==> config.mk <==
export PLATFORM = sky130hd
export DESIGN_NAME = mem_port_arbiter
export DESIGN_NICKNAME = d
export VERILOG_FILES = /design/src/rtl/mem_arb_pkg.sv /design/src/rtl/mem_arb_pick.sv /design/src/rtl/mem_port_arbiter.sv
export SDC_FILE = /design/constraint.sdc
export NUM_CORES = 1
export LEC_CHECK = 0
export BUFFER_PORTS_ARGS = -buffer_cell sky130_fd_sc_hd__buf_2
export CORE_AREA = 2 2 126 103
export DETAILED_ROUTE_END_ITERATION = 16
export DIE_AREA = 0 0 128 105
export GPL_ROUTABILITY_DRIVEN = 0
export PLACE_DENSITY = 0.82
export SYNTH_ARGS = -nofsm -noshare
export SYNTH_HDL_FRONTEND = slang
export SYNTH_SLANG_ARGS = --single-unit
==> constraint.sdc <==
create_clock -name Clk -period 11.95 [get_ports Clk]
set_clock_uncertainty 0.05 [all_clocks]
set_input_delay 2.39 -clock Clk [delete_from_list [all_inputs] [get_ports Clk]]
set_output_delay 2.39 -clock Clk [all_outputs]
set_load 0.05 [all_outputs]
==> src/rtl/mem_arb_pkg.sv <==
// Shared types for mem_port_arbiter: FSM state, access-size codes, port ids
// and the alignment rule used to reject accesses before they reach memory.
package mem_arb_pkg;

  typedef enum logic [1:0] {
    IDLE  = 2'd0,
    ISSUE = 2'd1,
    WAIT  = 2'd2,
    DONE  = 2'd3
  } state_t;

  localparam logic [1:0] BHW_BYTE = 2'd0;
  localparam logic [1:0] BHW_HALF = 2'd1;
  localparam logic [1:0] BHW_WORD = 2'd2;

  localparam logic PORT_I = 1'b0;
  localparam logic PORT_D = 1'b1;

  // Size code 3 has no meaning and is rejected like a misaligned access.
  function automatic logic bad_access(input logic [1:0] bhw, input logic [1:0] addr_lo);
    case (bhw)
      BHW_BYTE: return 1'b0;
      BHW_HALF: return addr_lo[0];
      BHW_WORD: return (addr_lo != 2'b00);
      default:  return 1'b1;
    endcase
  endfunction

endpackage

==> src/rtl/mem_arb_pick.sv <==
// Winner select between fetch and load/store. With MEM_ARB_RR_EN defined the
// port not granted last wins a tie; otherwise the data port always wins.
module mem_arb_pick
  import mem_arb_pkg::*;
(
  input  logic i_clk,
  input  logic i_rst,
  input  logic i_req_i,
  input  logic i_req_d,
  input  logic i_grant,
  output logic o_win
);

`ifdef MEM_ARB_RR_EN
  logic r_last;

  // Reset to "D granted last" so the first tie goes to fetch.
  always_ff @(posedge i_clk or posedge i_rst) begin
    if (i_rst) begin
      r_last <= PORT_D;
    end else if (i_grant) begin
      r_last <= o_win;
    end
  end

  always_comb begin
    o_win = PORT_I;
    if (i_req_i && i_req_d) begin
      o_win = (r_last == PORT_I) ? PORT_D : PORT_I;
    end else if (i_req_d) begin
      o_win = PORT_D;
    end
  end
`else
  logic w_unused;
  assign w_unused = ^{i_clk, i_rst, i_grant, i_req_i};

  // Data port first: it belongs to the older instruction in the pipeline.
  assign o_win = i_req_d ? PORT_D : PORT_I;
`endif

endmodule

==> src/rtl/mem_port_arbiter.sv <==
// Shares one single-port memory between fetch (I) and load/store (D) with a
// latched command and fixed memory latency. Tie policy set by MEM_ARB_RR_EN.
module mem_port_arbiter
  import mem_arb_pkg::*;
#(
  parameter int AW      = 32,
  parameter int DW      = 32,
  parameter int MEM_LAT = 2
) (
  input  logic          Clk,
  input  logic          Reset,
  input  logic          i_req,
  input  logic [AW-1:0] i_addr,
  output logic          i_ack,
  output logic [DW-1:0] i_rdata,
  output logic          i_err,
  input  logic          d_req,
  input  logic          d_we,
  input  logic [AW-1:0] d_addr,
  input  logic [DW-1:0] d_wdata,
  input  logic [1:0]    d_bhw,
  input  logic          d_sext,
  output logic          d_ack,
  output logic [DW-1:0] d_rdata,
  output logic          d_err,
  output logic          m_en,
  output logic          m_we,
  output logic [AW-1:0] m_addr,
  output logic [DW-1:0] m_wdata,
  output logic [1:0]    m_bhw,
  output logic          m_sext,
  input  logic [DW-1:0] m_rdata,
  output state_t        dbg_state
);

  localparam logic [3:0] LAT = 4'(MEM_LAT);

  state_t        r_state;
  logic [3:0]    r_cnt;
  logic          r_win, r_cmd_we;
  logic          r_m_en, r_m_we, r_m_sext;
  logic [AW-1:0] r_m_addr;
  logic [DW-1:0] r_m_wdata;
  logic [1:0]    r_m_bhw;
  logic          r_i_ack, r_i_err, r_d_ack, r_d_err;
  logic [DW-1:0] r_i_rdata, r_d_rdata;

  logic          w_grant, w_win, w_we, w_sext, w_bad;
  logic [AW-1:0] w_addr;
  logic [DW-1:0] w_wdata;
  logic [1:0]    w_bhw;

  assign w_grant = (r_state == IDLE) && (i_req || d_req);

  mem_arb_pick u_pick (
    .i_clk   (Clk),
    .i_rst   (Reset),
    .i_req_i (i_req),
    .i_req_d (d_req),
    .i_grant (w_grant),
    .o_win   (w_win)
  );

  // Fetch is presented as a plain aligned word read.
  always_comb begin
    w_we    = 1'b0;
    w_addr  = i_addr;
    w_wdata = '0;
    w_bhw   = BHW_WORD;
    w_sext  = 1'b0;
    if (w_win == PORT_D) begin
      w_we    = d_we;
      w_addr  = d_addr;
      w_wdata = d_wdata;
      w_bhw   = d_bhw;
      w_sext  = d_sext;
    end
    w_bad = bad_access(w_bhw, w_addr[1:0]);
  end

  always_ff @(posedge Clk or posedge Reset) begin
    if (Reset) begin
      r_state   <= IDLE;
      r_cnt     <= '0;
      r_win     <= PORT_I;
      r_cmd_we  <= 1'b0;
      r_m_en    <= 1'b0;
      r_m_we    <= 1'b0;
      r_m_addr  <= '0;
      r_m_wdata <= '0;
      r_m_bhw   <= '0;
      r_m_sext  <= 1'b0;
      r_i_ack   <= 1'b0;
      r_i_err   <= 1'b0;
      r_i_rdata <= '0;
      r_d_ack   <= 1'b0;
      r_d_err   <= 1'b0;
      r_d_rdata <= '0;
    end else begin
      r_m_en  <= 1'b0;
      r_m_we  <= 1'b0;
      r_i_ack <= 1'b0;
      r_d_ack <= 1'b0;
      case (r_state)
        IDLE: if (w_grant) begin
          r_win     <= w_win;
          r_cmd_we  <= w_we;
          r_m_addr  <= w_addr;
          r_m_wdata <= w_wdata;
          r_m_bhw   <= w_bhw;
          r_m_sext  <= w_sext;
          if (w_bad) begin
            r_state <= DONE;
            if (w_win == PORT_D) begin
              r_d_ack <= 1'b1;
              r_d_err <= 1'b1;
            end else begin
              r_i_ack <= 1'b1;
              r_i_err <= 1'b1;
            end
          end else begin
            r_state <= ISSUE;
            r_m_en  <= 1'b1;
            r_m_we  <= w_we;
          end
        end
        ISSUE: begin
          r_cnt   <= LAT;
          r_state <= WAIT;
        end
        WAIT: begin
          r_cnt <= r_cnt - 4'd1;
          // Last wait cycle: memory data is valid now; stores leave rdata alone.
          if (r_cnt == 4'd1) begin
            r_state <= DONE;
            if (r_win == PORT_D) begin
              r_d_ack <= 1'b1;
              r_d_err <= 1'b0;
              if (!r_cmd_we) r_d_rdata <= m_rdata;
            end else begin
              r_i_ack   <= 1'b1;
              r_i_err   <= 1'b0;
              r_i_rdata <= m_rdata;
            end
          end
        end
        DONE:    r_state <= IDLE;
        default: r_state <= IDLE;
      endcase
    end
  end

  assign i_ack     = r_i_ack;
  assign i_rdata   = r_i_rdata;
  assign i_err     = r_i_err;
  assign d_ack     = r_d_ack;
  assign d_rdata   = r_d_rdata;
  assign d_err     = r_d_err;
  assign m_en      = r_m_en;
  assign m_we      = r_m_we;
  assign m_addr    = r_m_addr;
  assign m_wdata   = r_m_wdata;
  assign m_bhw     = r_m_bhw;
  assign m_sext    = r_m_sext;
  assign dbg_state = r_state;

endmodule
==> summary.txt <==
Clock tree buffer depth: 2
TritonCTS Buffers: 17
Setup Crit Path Kind: primary input to flip-flop
Detailed Route WL: 15100 um
Layout cell share with drive strength beyond 1: 53.1%
DRT iter0 DRCs: 300
Compound-Gate Fraction of Synth Area: 10.9%
HPWL Detailed: 10900 um
Worst Setup SP: d_req
Flop-to-flop setup slack: 9.24 ns
Most common cell after layout, fill and taps aside: buf_2
Total power draw: 2590 uW
Synth Cell Area: 5990 um^2
Ys Warns: 0
Distinct cell type count after synthesis: 41
Crit start category: primary input
Area growth syn-to-layout: 33.9%
Pre-antenna DRT Iters: 4
Leakage power: 0.00437 uW
H-tree depth: 4
Crit end category: flip-flop
Sequential fraction of the synthesis area: 60.6%
Final period util: 36.4%
Final Max Tran Viols: 0
VDD IR max: 234 uV
CTS sink count: 145
Yosys top cell area share: 60.6%
Post-synthesis simple-gate area fraction: 4.55%
DRC: 0
Initial antenna violation count: 1
Area leader, netlist: dfrtp_1
Hold path start: m_addr[29]$_DFFE_PP0P_
I/O pin count: 275
Post-route ant nets: 0
Post-CTS Setup Bufs: 0
Largest family of logic cells by synthesized area: multiplexers
First-pass GRT wire length: 23800 um
Top post-synthesis cells by area: dfrtp_1 (61%), mux2_4 (7.5%), mux2_2 (6.4%)
Setup repair after global routing missed its margin: no
Clock slew at reported path FFs: 0.06 ns
Chip Height: 105 um
Vias in the first global route: 4678
Die ar.: 13400 um^2
RR Startpoint: dbg_state[0]$_DFFE_PP0P_
Hold WC Path Type: flip-flop to flip-flop
Slew HR: 19.7%
Hold depth: 2
Die Width: 128 um
Yosys reg bits: 145
Net Count, Synth: 575
Initial Util: 49.6%
Hold worst-path end: m_addr[29]$_DFFE_PP0P_
Clk_lat worst skew: 0.41 ns
Worst Tran Pin Value: 1.20 ns
Fmax achieved: 230 MHz
Post-synthesis cell count: 435
Setup TNS: 0 ns
Max_cap viols: 0
Mean Syn Cell Area: 13.8 um^2
Status: finished clean
Core ar.: 12100 um^2
Worst-path maximum fanout: 66
IO Port Bufs: 274
Gr usage total: 22.6%
Required time of the critical path: 12.15 ns
Vias/cell: 5.24
Post-Synth Adder-Cell Area: 0.835%
Post-Synth XOR/XNOR Area: 0%
Final-layout fill cell count: 884
Final #Nets: 841
Hold-fix buffers at CTS: 0
Num rows: 36
Via count: 4544
Clock Tree Root: clkbuf_16
Post-cts resize count: 0
TritonCTS clock tree: done
Count of endpoints failing setup in the final report: 0
Min Tclk post-route: 4.35 ns
Most frequent cells in the layout: buf_2 (274), dfrtp_1 (145), o21ai_0 (39), a22o_1 (35), mux2_2 (34)
DR WL/cell: 17.4 um
Pwr/cell area: 323 nW/um^2
Final Hold Viols: 0
Largest net degree at the start of global routing: 82
Mux contribution to synthesized area: 19.4%
FF-to-FF path depth: 5
Total congestion overflow: 0
Critical path data arrival time: 4.55 ns
FF-to-FF End: d_rdata[16]$_DFFE_PP0P_
-- how the worst max path moves through the flow --
| stage | slack [ns] | cells after the start | end |
|---|---|---|---|
| 2_1_floorplan | 5.62 | 1 | d_ack$_DFF_PP0_ |
| 3_3_place_gp | 7.29 | 5 | i_err$_DFFE_PP0P_ |
| 3_5_place_dp | 7.19 | 5 | i_err$_DFFE_PP0P_ |
| 4_1_cts | 7.62 | 5 | i_err$_DFFE_PP0P_ |
| 5_1_grt | 7.38 | 5 | i_err$_DFFE_PP0P_ |
| 6_report | 7.60 | 5 | i_err$_DFFE_PP0P_ |
-- critical path, cell delays in order --
cell	delay (ns)
buf_2	0.44
o21ai_4	0.86
buf_4	0.58
o31a_1	0.21
a41oi_1	0.05
-- layer usage --
layer  wire, um  vias up  global-route usage [%]
li1           -     2104                       -
met3       1010       18                    6.50
met2       7650      182                    38.3
met5          0        -                       0
met4        175        0                    7.14
met1       6260     2240                    28.0
-- state kept, by name, summed over array words and instances, names as in the netlist, 2 cells and up --
name and flops:
d_rdata 32, i_rdata 32, m_addr 32, m_wdata 32, r_cnt 4, dbg_state 2
m_bhw 2
-- metrics by stage --
stage | setup WS, ns | hold slack, ns | std cells | area (um^2) | utilization (%)
after detailed placement | 7.19 | 0.416 | 834 | 7420 | 61.4
after floorplan | 5.62 | 0.415 | 435 | 5990 | -
after CTS | 7.62 | 0.430 | 866 | 8020 | 66.4
final | 7.60 | 0.427 | 867 | 8020 | 66.4
after global routing | 7.38 | 0.455 | 867 | 8020 | 66.4
after global placement | 7.29 | 0.410 | 834 | 7420 | 61.4
-- power by group --
group / switching [uW] / leakage, uW / internal [uW]
Clock: 219 / 0.000287 / 315
Sequential: 112 / 0.00183 / 685
Combinational: 930 / 0.00225 / 327
-- cell usage after synthesis, drive strengths merged --
cell / number
a21oi: 1
a22o: 35
a22oi: 1
a311o: 1
a31oi: 1
a32oi: 1
a41oi: 1
and2: 3
and3: 1
buf: 12
clkbuf: 17
dfrtp: 145
ha: 4
inv: 12
mux2: 64
mux2i: 33
nand2: 33
nand3: 1
nand3b: 1
nand4bb: 1
nor2: 3
nor2b: 2
nor3: 2
nor3b: 1
nor4: 1
o211ai: 1
o21a: 3
o21ai: 40
o21bai: 1
o221ai: 1
o22a: 2
o22ai: 2
o2bb2ai: 1
o311ai: 1
o31a: 1
or3: 3
or3b: 2
-- cells by family after synthesis --
group	Yosys count
DFF	145
muxes	97
AOI/OAI and AO/OA	94
and+or+nand+nor	54
buffers and inverters	41
adders and majority gates	4
-- cell type report --
cell class / instances / area [um^2] / share of cell area (%)
sequential: 145 / 3630 / 45.2
multi-input combinational: 249 / 2160 / 27.0
timing repair buffer: 276 / 1390 / 17.3
clock buffer: 17 / 425 / 5.31
tap: 152 / 190 / 2.37
clock inverter: 15 / 174 / 2.17
inverter: 12 / 50.0 / 0.624
antenna: 1 / 2.50 / 0.0312
No activity file was read; power rests on OpenSTA's default activity.
